===== config.mk =====
export PLATFORM = sky130hd
export DESIGN_NAME = pipe_controller
export DESIGN_NICKNAME = d
export VERILOG_FILES = /design/src/rtl/pipe_controller.sv
export SDC_FILE = /design/constraint.sdc
export NUM_CORES = 1
export LEC_CHECK = 0
export ABC_AREA = 1
export BUFFER_PORTS_ARGS = -buffer_cell sky130_fd_sc_hd__clkbuf_2
export CAP_MARGIN = 20
export CORE_MARGIN = 4
export CORE_UTILIZATION = 35
export DETAILED_ROUTE_END_ITERATION = 10
export GPL_TIMING_DRIVEN = 0
export SYNTH_ARGS = -nofsm -noshare
export SYNTH_HDL_FRONTEND = slang
export SYNTH_SLANG_ARGS = --single-unit
export TNS_END_PERCENT = 50

===== constraint.sdc =====
create_clock -name clk -period 3.1 [get_ports clk]
set_input_delay 0.62 -clock clk [delete_from_list [all_inputs] [get_ports clk]]
set_output_delay 0.62 -clock clk [all_outputs]
set_load 0.005 [all_outputs]

===== src/rtl/pipe_controller.sv =====
// Pipelined control unit: ID decode, hazard/stall, PC select, return-stack depth.
// Ports: clk, reset (sync active-low), instr_id, C/Z flags in; ID, EX, MEM, WB controls out.
module pipe_controller #(
    parameter int STACK_DEPTH    = 8,
    parameter int LOAD_USE_STALL = 1,
    parameter int FLAG_STALL     = 1
) (
    input  logic                               clk,
    input  logic                               reset,
    input  logic [18:0]                        instr_id,
    input  logic                               C,
    input  logic                               Z,
    output logic                               stall,
    output logic                               flush,
    output logic [1:0]                         pc_mux,
    output logic                               push,
    output logic                               pop,
    output logic                               id_reg_B_mux,
    output logic [2:0]                         ex_alu_op,
    output logic                               ex_alu_use_carry,
    output logic                               ex_alu_B_mux,
    output logic                               ex_select_c,
    output logic                               ex_select_z,
    output logic                               ex_write_c,
    output logic                               ex_write_z,
    output logic                               mem_write,
    output logic                               wb_reg_write,
    output logic [1:0]                         wb_reg_write_mux,
    output logic [2:0]                         wb_rd,
    output logic [$clog2(STACK_DEPTH+1)-1:0]   stack_depth,
    output logic                               stack_overflow,
    output logic                               stack_underflow
);

    localparam int DW = $clog2(STACK_DEPTH + 1);
    localparam logic [DW-1:0] DEPTH_MAX = DW'(STACK_DEPTH);
    localparam logic [DW-1:0] DEPTH_ONE = DW'(1);

    typedef struct packed {
        logic [2:0] alu_op;
        logic       use_carry;
        logic       b_mux;
        logic       sel_c;
        logic       sel_z;
        logic       wr_c;
        logic       wr_z;
        logic       mem_write;
        logic       reg_write;
        logic [1:0] wb_mux;
        logic [2:0] rd;
        logic       is_load;
    } ex_t;

    typedef struct packed {
        logic       mem_write;
        logic       reg_write;
        logic [1:0] wb_mux;
        logic [2:0] rd;
    } mem_t;

    typedef struct packed {
        logic       reg_write;
        logic [1:0] wb_mux;
        logic [2:0] rd;
    } wb_t;

    logic [2:0] cls;
    logic [1:0] sub;
    logic [2:0] f_rd;
    logic [2:0] f_rs;
    logic [2:0] f_rt;
    logic       unused_low;

    assign cls        = instr_id[18:16];
    assign sub        = instr_id[15:14];
    assign f_rd       = instr_id[13:11];
    assign f_rs       = instr_id[10:8];
    assign f_rt       = instr_id[7:5];
    assign unused_low = ^instr_id[4:0];

    ex_t            dec;
    logic           use_rd;
    logic           use_rs;
    logic           use_rt;
    logic           is_br;
    logic           is_jmp;
    logic           is_jsb;
    logic           is_ret;

    ex_t            ex_d, ex_q;
    mem_t           mem_d, mem_q;
    wb_t            wb_d, wb_q;
    logic [DW-1:0]  depth_d, depth_q;
    logic           ovf_d, ovf_q;
    logic           unf_d, unf_q;

    logic           load_use;
    logic           flag_haz;
    logic           br_taken;

    // Instruction decode into the EX control bundle plus register-read usage.
    always_comb begin
        dec    = '0;
        use_rd = 1'b0;
        use_rs = 1'b0;
        use_rt = 1'b0;
        is_br  = 1'b0;
        is_jmp = 1'b0;
        is_jsb = 1'b0;
        is_ret = 1'b0;
        unique case (1'b1)
            !cls[2]: begin
                dec.alu_op    = instr_id[16:14];
                dec.use_carry = instr_id[14];
                dec.b_mux     = instr_id[17];
                dec.wr_c      = 1'b1;
                dec.wr_z      = 1'b1;
                dec.reg_write = 1'b1;
                dec.rd        = f_rd;
                use_rs        = 1'b1;
                use_rt        = !instr_id[17];
            end
            cls == 3'b100: begin
                dec.b_mux = 1'b1;
                dec.rd    = f_rd;
                use_rs    = 1'b1;
                if (instr_id[14]) begin
                    dec.mem_write = 1'b1;
                    use_rd        = 1'b1;
                end else begin
                    dec.reg_write = 1'b1;
                    dec.wb_mux    = 2'b10;
                    dec.is_load   = 1'b1;
                end
            end
            cls == 3'b110: begin
                dec.sel_c     = 1'b1;
                dec.sel_z     = 1'b1;
                dec.wr_c      = 1'b1;
                dec.wr_z      = 1'b1;
                dec.reg_write = 1'b1;
                dec.wb_mux    = 2'b01;
                dec.rd        = f_rd;
                use_rs        = 1'b1;
            end
            cls == 3'b101: is_br = 1'b1;
            cls == 3'b111: begin
                is_jmp = (sub == 2'b00);
                is_jsb = (sub == 2'b01);
                is_ret = (sub == 2'b10) && !instr_id[13];
            end
            default: ;
        endcase
    end

    always_comb begin
        load_use = (LOAD_USE_STALL != 0) && ex_q.is_load &&
                   ((use_rs && (f_rs == ex_q.rd)) ||
                    (use_rt && (f_rt == ex_q.rd)) ||
                    (use_rd && (f_rd == ex_q.rd)));
        flag_haz = (FLAG_STALL != 0) && is_br && (ex_q.wr_c || ex_q.wr_z);
        // [15] picks the flag, [14] inverts the sense
        br_taken = (instr_id[15] ? C : Z) ^ instr_id[14];
    end

    // PC select and return-stack bookkeeping; a stall suppresses all of it.
    always_comb begin
        pc_mux  = 2'b00;
        push    = 1'b0;
        pop     = 1'b0;
        depth_d = depth_q;
        ovf_d   = ovf_q;
        unf_d   = unf_q;
        stall   = load_use || flag_haz;
        if (!stall) begin
            if (is_br && br_taken) begin
                pc_mux = 2'b01;
            end
            if (is_jmp) begin
                pc_mux = 2'b10;
            end
            if (is_jsb) begin
                if (depth_q == DEPTH_MAX) begin
                    ovf_d = 1'b1;
                end else begin
                    pc_mux  = 2'b10;
                    push    = 1'b1;
                    depth_d = depth_q + DEPTH_ONE;
                end
            end
            if (is_ret) begin
                if (depth_q == '0) begin
                    unf_d = 1'b1;
                end else begin
                    pc_mux  = 2'b11;
                    pop     = 1'b1;
                    depth_d = depth_q - DEPTH_ONE;
                end
            end
        end
        flush = (pc_mux != 2'b00);
    end

    always_comb begin
        ex_d  = stall ? '0 : dec;
        mem_d = '{mem_write: ex_q.mem_write, reg_write: ex_q.reg_write,
                  wb_mux: ex_q.wb_mux, rd: ex_q.rd};
        wb_d  = '{reg_write: mem_q.reg_write, wb_mux: mem_q.wb_mux,
                  rd: mem_q.rd};
    end

    always_ff @(posedge clk) begin
        if (!reset) begin
            ex_q    <= '0;
            mem_q   <= '0;
            wb_q    <= '0;
            depth_q <= '0;
            ovf_q   <= 1'b0;
            unf_q   <= 1'b0;
        end else begin
            ex_q    <= ex_d;
            mem_q   <= mem_d;
            wb_q    <= wb_d;
            depth_q <= depth_d;
            ovf_q   <= ovf_d;
            unf_q   <= unf_d;
        end
    end

    assign id_reg_B_mux     = (cls == 3'b100);
    assign ex_alu_op        = ex_q.alu_op;
    assign ex_alu_use_carry = ex_q.use_carry;
    assign ex_alu_B_mux     = ex_q.b_mux;
    assign ex_select_c      = ex_q.sel_c;
    assign ex_select_z      = ex_q.sel_z;
    assign ex_write_c       = ex_q.wr_c;
    assign ex_write_z       = ex_q.wr_z;
    assign mem_write        = mem_q.mem_write;
    assign wb_reg_write     = wb_q.reg_write;
    assign wb_reg_write_mux = wb_q.wb_mux;
    assign wb_rd            = wb_q.rd;
    assign stack_depth      = depth_q;
    assign stack_overflow   = ovf_q;
    assign stack_underflow  = unf_q;

endmodule


==> qor.yml, run 1 <==
run_status:
  status: "complete, no violations"
layout:
  nFillCells: 420
  nets: 294
  utilization_pct: 46.2
  final_layout_size_suffix_gt1_share_pct: 25.6
  fin_area_mm2: 0.00187
  fin_cells: 320
  synthToLayoutAreaGrowth_pct: 25.4
  antenna_cells: 0
min_path:
  hold_class: "reg -> reg"
  hp-start: "mem_q[3]"
  hold-path-endpoint: "wb_reg_write_mux[0]"
  hold_depth: 2
worst_setup_path:
  r2r_slack_ns: 1.60
  path_max_fanout: 5
  reg2reg_from: "stack_depth[0]"
  r2r-end: "stack_depth[0]"
  end_kind: "primary output"
  reg2reg_depth: 10
  critical_path_arrival_ns: 1.74
  cp.required_ns: 2.48
  critPathKind: "reg -> out"
  worstSetupStartpointType: "flip-flop"
placement:
  portBuffers: 46
  postPlaceCellArea_mm2: 0.00179
  dp_cells: 312
  place_hpwl_um: 2450
  post-place-ws_ns: 0.722
  gp_congestion: 0.779
clock_network:
  cts_setup_buffers: 0
  cts_root_buffer: "clkbuf_8"
  clk_latency_ns: 0.29
  cts_buffer_depth: 2
  cts_buffers: 5
  clk_pin_slew_ns: 0.07
  cts_resized: 0
  tritoncts: "yes"
  clock_sinks: 33
  htree_levels: 2
  postCtsHoldBufs: 0
yosys:
  ys_ff_latch: 33
  synth_nets: 241
  synth-seq-area-share_pct: 44.2
  yosysWarnings: 0
  synth_cells: 216
  synthesis.area_mm2: 0.00150
  syn_avg_cell_area_um2: 6.92
  synth_area_leaders: "dfxtp_1, nand2_1, inv_1, nor2_1, nand3_1"
  synth_top_area_cell: "dfxtp_1"
  synth.distinct_cells: 22
  synthDominantCellAreaShare_pct: 44.2
timing:
  max_freq_mhz: 423
  layout_min_cycle_time_ns: 2.36
  final_hold_viol_count: 0
  grt_setup_unrepaired: "false"
  drv_slew: 0
  setup_slack_ns: 0.737
  holdWs_ns: 0.411
  slew_headroom_pct: 73.2
  setup_viol: 0
  finalSetupTns_ns: 0
  finalCritPeriodShare_pct: 76.2
  tightest_slew_ns: 0.402
  finalClockSkew_ns: 0.0119
pwr:
  p_leak_nw: 1.12
  p_per_area_mw_per_mm2: 453
  irDropWorstVdd_mv: 0.239
  p_total_mw: 0.849
grt:
  grt_pass1_wl_um: 5490
  gr-usage-all-layers_pct: 13.2
  antenna_found_initial: 0
  grt_overflow_total: 0
  grt_pass1_vias: 1292
  grt_max_degree: 12
floorplan:
  coreArea_mm2: 0.00406
  die_h_um: 73.4
  start_util_pct: 36.8
  chipWidth_um: 73.4
  ios: 52
  num_rows: 23
  die-area_mm2: 0.00538
detailed_routing:
  drtIter0Drc: 52
  wl_um: 3120
  viasPerCell: 4.35
  postRouteAntennaNets: 0
  wl_per_cell_um: 9.75
  drt-pass1-iter-count: 4
  drc: 0
  vias: 1391
run:
  drv_cap: 0
## per-layer routing
| metal | part of all wire (%) | track usage [%] | wire [um] | vias up |
|---|---|---|---|---|
| met5 | 0 | 0 | 0 | - |
| met4 | 2.2 | 6.04 | 68 | 0 |
| li1 | - | - | - | 738 |
| met2 | 46 | 21.9 | 1420 | 35 |
| met1 | 45 | 15.1 | 1400 | 611 |
| met3 | 7.4 | 4.51 | 231 | 7 |
## cells in the mapped netlist
cell type,instances
o21ai_0,6
nor3_1,2
nand2_1,53
o21ai_2,1
a31oi_1,1
a21oi_1,3
inv_2,2
o21ai_1,2
inv_1,45
nand2_2,2
ha_1,2
nand3_2,1
dfxtp_1,33
clkbuf_1,1
nor2_1,35
xnor2_1,1
nor2_8,1
nand3_1,14
nand2_4,1
xor2_1,3
nor2_4,2
buf_4,5
## flip-flops by register name (all words and copies together) (netlist names)
name              flops
wb_reg_write          1
ex_q                  8
mem_q                 6
wb_rd                 3
ex_alu_B_mux          1
ex_write_c            1
stack_underflow       1
stack_overflow        1
stack_depth           4
ex_alu_op             3
mem_write             1
ex_select_c           1
wb_reg_write_mux      2
## cell families (layout without fill, tap and decap cells)
group	count (synthesis)	after routing	synth area share (%)
AO/OA/AOI/OAI	13	13	4.69
AND/OR/NAND/NOR	111	111	32.6
XOR/XNOR	4	4	2.34
flip-flops	33	33	44.2
buffers and inverters	53	107	14.6
adder cells (fa/ha/maj)	2	2	1.67
## where the power goes
part | internal (mW) | leakage [nW] | switching (mW)
registers | 0.437 | 0.269 | 0.00608
clock network | 0.155 | 0.0439 | 0.163
logic | 0.0368 | 0.810 | 0.0520
## critical path: stages (launching register included)
cell and delay, ns:
dfxtp_1 0.38, inv_1 0.10, ha_1 0.24, nand3_1 0.09, inv_1 0.08, nor2_4 0.17
inv_2 0.07, o21ai_2 0.08, nor2_1 0.08, nand2_1 0.06, clkbuf_2 0.10
## layout by cell type, fill, tap and decap left out
master       n
clkinv_2     2
nor3_1       2
nand2_4      1
inv_2        2
clkbuf_2    46
nand3_2      1
nand3_1     14
ha_1         2
dfxtp_1     33
nor2_1      35
inv_1       45
clkinvlp_4   1
nand2_1     53
a31oi_1      1
o21ai_1      2
o21ai_0      6
xor2_1       3
o21ai_2      1
nor2_4       2
nor2_8       1
clkbuf_8     5
a21oi_1      3
nand2_2      2
buf_4        5
xnor2_1      1
clkbuf_1     1
## worst max path at each step
| stage | startpoint | to | slack [ns] | cells past startpoint |
|---|---|---|---|---|
| global route | instr_id[15] | flush | 0.54 | 10 |
| CTS | stack_depth[0] | flush | 0.70 | 10 |
| finish | stack_depth[0] | flush | 0.74 | 10 |
| floorplan | instr_id[15] | flush | 1.05 | 8 |
| global placement | instr_id[14] | flush | 0.74 | 9 |
| detailed placement | instr_id[15] | flush | 0.72 | 10 |
## cell type report
type | count | area [um^2] | area share [%]
clock buffer | 5 | 68.8 | 3.67
timing repair buffer | 46 | 230 | 12.3
multi-input combinational | 130 | 617 | 32.9
inverter | 47 | 176 | 9.41
buffer | 6 | 41.3 | 2.20
tap | 50 | 62.6 | 3.34
clock inverter | 3 | 17.5 | 0.935
sequential | 33 | 661 | 35.2
No activity file was read; power rests on OpenSTA's default activity.
==> inputs of run 2 (changes only) <==
==> constraint.sdc (replaced) <==
create_clock -name clk -period 2.32 [get_ports clk]
set_input_delay 0.464 -clock clk [delete_from_list [all_inputs] [get_ports clk]]
set_output_delay 0.464 -clock clk [all_outputs]
set_load 0.005 [all_outputs]
==> qor.yml, run 2 (same netlist as run 1, synthesis figures left out) <==
timing:
  tightest_slew_ns: 0.402
  drv_slew: 0
  finalCritPeriodShare_pct: 92.1
  max_freq_mhz: 468
  setup_slack_ns: 0.184
  grt_setup_unrepaired: "false"
  finalSetupTns_ns: 0
  setup_viol: 0
  slew_headroom_pct: 73.2
  layout_min_cycle_time_ns: 2.14
  finalClockSkew_ns: 0.0126
  final_hold_viol_count: 0
pwr:
  p_int_mw: 0.839
  power.share.clock_pct: 37.3
  p_per_area_mw_per_mm2: 603
  p_leak_nw: 1.12
  irDropWorstVdd_mv: 0.318
  p_comb_share_pct: 10.5
  power.switching_mw: 0.294
  seq_power_share_pct: 52.2
  switching_share_pct: 25.9
floorplan:
  die-area_mm2: 0.00538
  chipWidth_um: 73.4
  coreArea_mm2: 0.00406
  die_h_um: 73.4
  start_util_pct: 36.8
  ios: 52
  num_rows: 23
detailed_routing:
  wl_um: 3110
  wl_per_cell_um: 9.72
  postRouteAntennaNets: 0
  vias: 1382
  drc: 0
  viasPerCell: 4.32
  drtIter0Drc: 77
  drt-pass1-iter-count: 4
clock_network:
  cts_resized: 0
  htree_levels: 2
  cts_buffer_depth: 2
  cts_root_buffer: "clkbuf_8"
  cts_setup_buffers: 0
  clock_sinks: 33
  postCtsHoldBufs: 0
  tritoncts: "yes"
  clk_latency_ns: 0.29
  clk_pin_slew_ns: 0.08
  cts_buffers: 5
placement:
  portBuffers: 46
  gp_congestion: 0.779
  post-place-ws_ns: 0.254
  place_hpwl_um: 2450
worst_setup_path:
  path_max_fanout: 5
  worstSetupStartpointType: "flip-flop"
  startpoint: "stack_depth[0]"
  end_kind: "primary output"
  critPathKind: "reg -> out"
  cp.required_ns: 1.86
  reg2reg_from: "stack_depth[0]"
  critical_path_arrival_ns: 1.67
layout:
  synthToLayoutAreaGrowth_pct: 25.6
  largest_reg_flops: 8
  final_layout_size_suffix_gt1_share_pct: 26.3
  nets: 294
  mostFrequentLayoutCells: "nand2_1, clkbuf_2, inv_1"
  antenna_cells: 0
  regMostFlops: "ex_q"
  layout_commonest_cell: "nand2_1"
grt:
  grt_max_degree: 12
  antenna_found_initial: 0
  grt_pass1_wl_um: 5490
  grt_pass1_vias: 1292
  grt_overflow_total: 0
  gr-usage-all-layers_pct: 13.2
run_status:
  status: "complete, no violations"
min_path:
  hp-start: "instr_id[11]"
  hold_class: "in -> reg"
run:
  drv_cap: 0
## run 2: cell types whose count changed in the layout (fill, tap and decap cells not counted)
cell     before  now
ha_1          2    1
dfxtp_1      33   32
dfxtp_2       0    1
ha_2          0    1
## run 2: cell type report
cell class	count	area (um^2)
tap	50	62.6
buffer	6	41.3
clock inverter	3	17.5
sequential	33	662
inverter	47	176
clock buffer	5	68.8
fill	418	2180
timing repair buffer	46	230
multi-input combinational	130	619
## run 2: worst paths after layout
check / endpoint / slack, ns / cells past startpoint
min: ex_q[1] / 0.39 / 3
max reg2reg: stack_depth[0] / 0.91 / 10
min reg2reg: wb_reg_write_mux[0] / 0.41 / 2
max: flush / 0.18 / 10
## run 2: stage by stage
step	area, um^2	util [%]	hold WS (ns)	total power, mW	cells
after detailed placement	1790	44.1	0.397	0.724	312
after floorplan	1500	-	0.390	0.674	216
after CTS	1870	46.2	0.383	1.15	320
after global routing	1880	46.3	0.413	1.20	320
after global placement	1790	44.1	0.397	0.723	312
final	1880	46.3	0.392	1.13	320
## run 2: layer usage
layer,track usage [%],wire length [um]
met2,21.9,1420
met5,0,0
met1,15.1,1390
met3,4.51,231
met4,6.04,68
## run 2: critical path, stage by stage (launching register included)
cell,delay (ns)
dfxtp_2,0.34
inv_1,0.11
ha_2,0.21
nand3_1,0.08
inv_1,0.13
nor2_4,0.07
inv_2,0.07
o21ai_2,0.07
nor2_1,0.14
nand2_1,0.07
clkbuf_2,0.11
## run 2: power by group through the flow
stage / combinational (mW) / sequential (mW) / clock [mW]
3_3_place_gp: 0.119 / 0.604 / 0
4_1_cts: 0.120 / 0.592 / 0.443
3_5_place_dp: 0.120 / 0.605 / 0
6_report: 0.119 / 0.592 / 0.423
5_1_grt: 0.138 / 0.594 / 0.471
2_1_floorplan: 0.0704 / 0.604 / 0
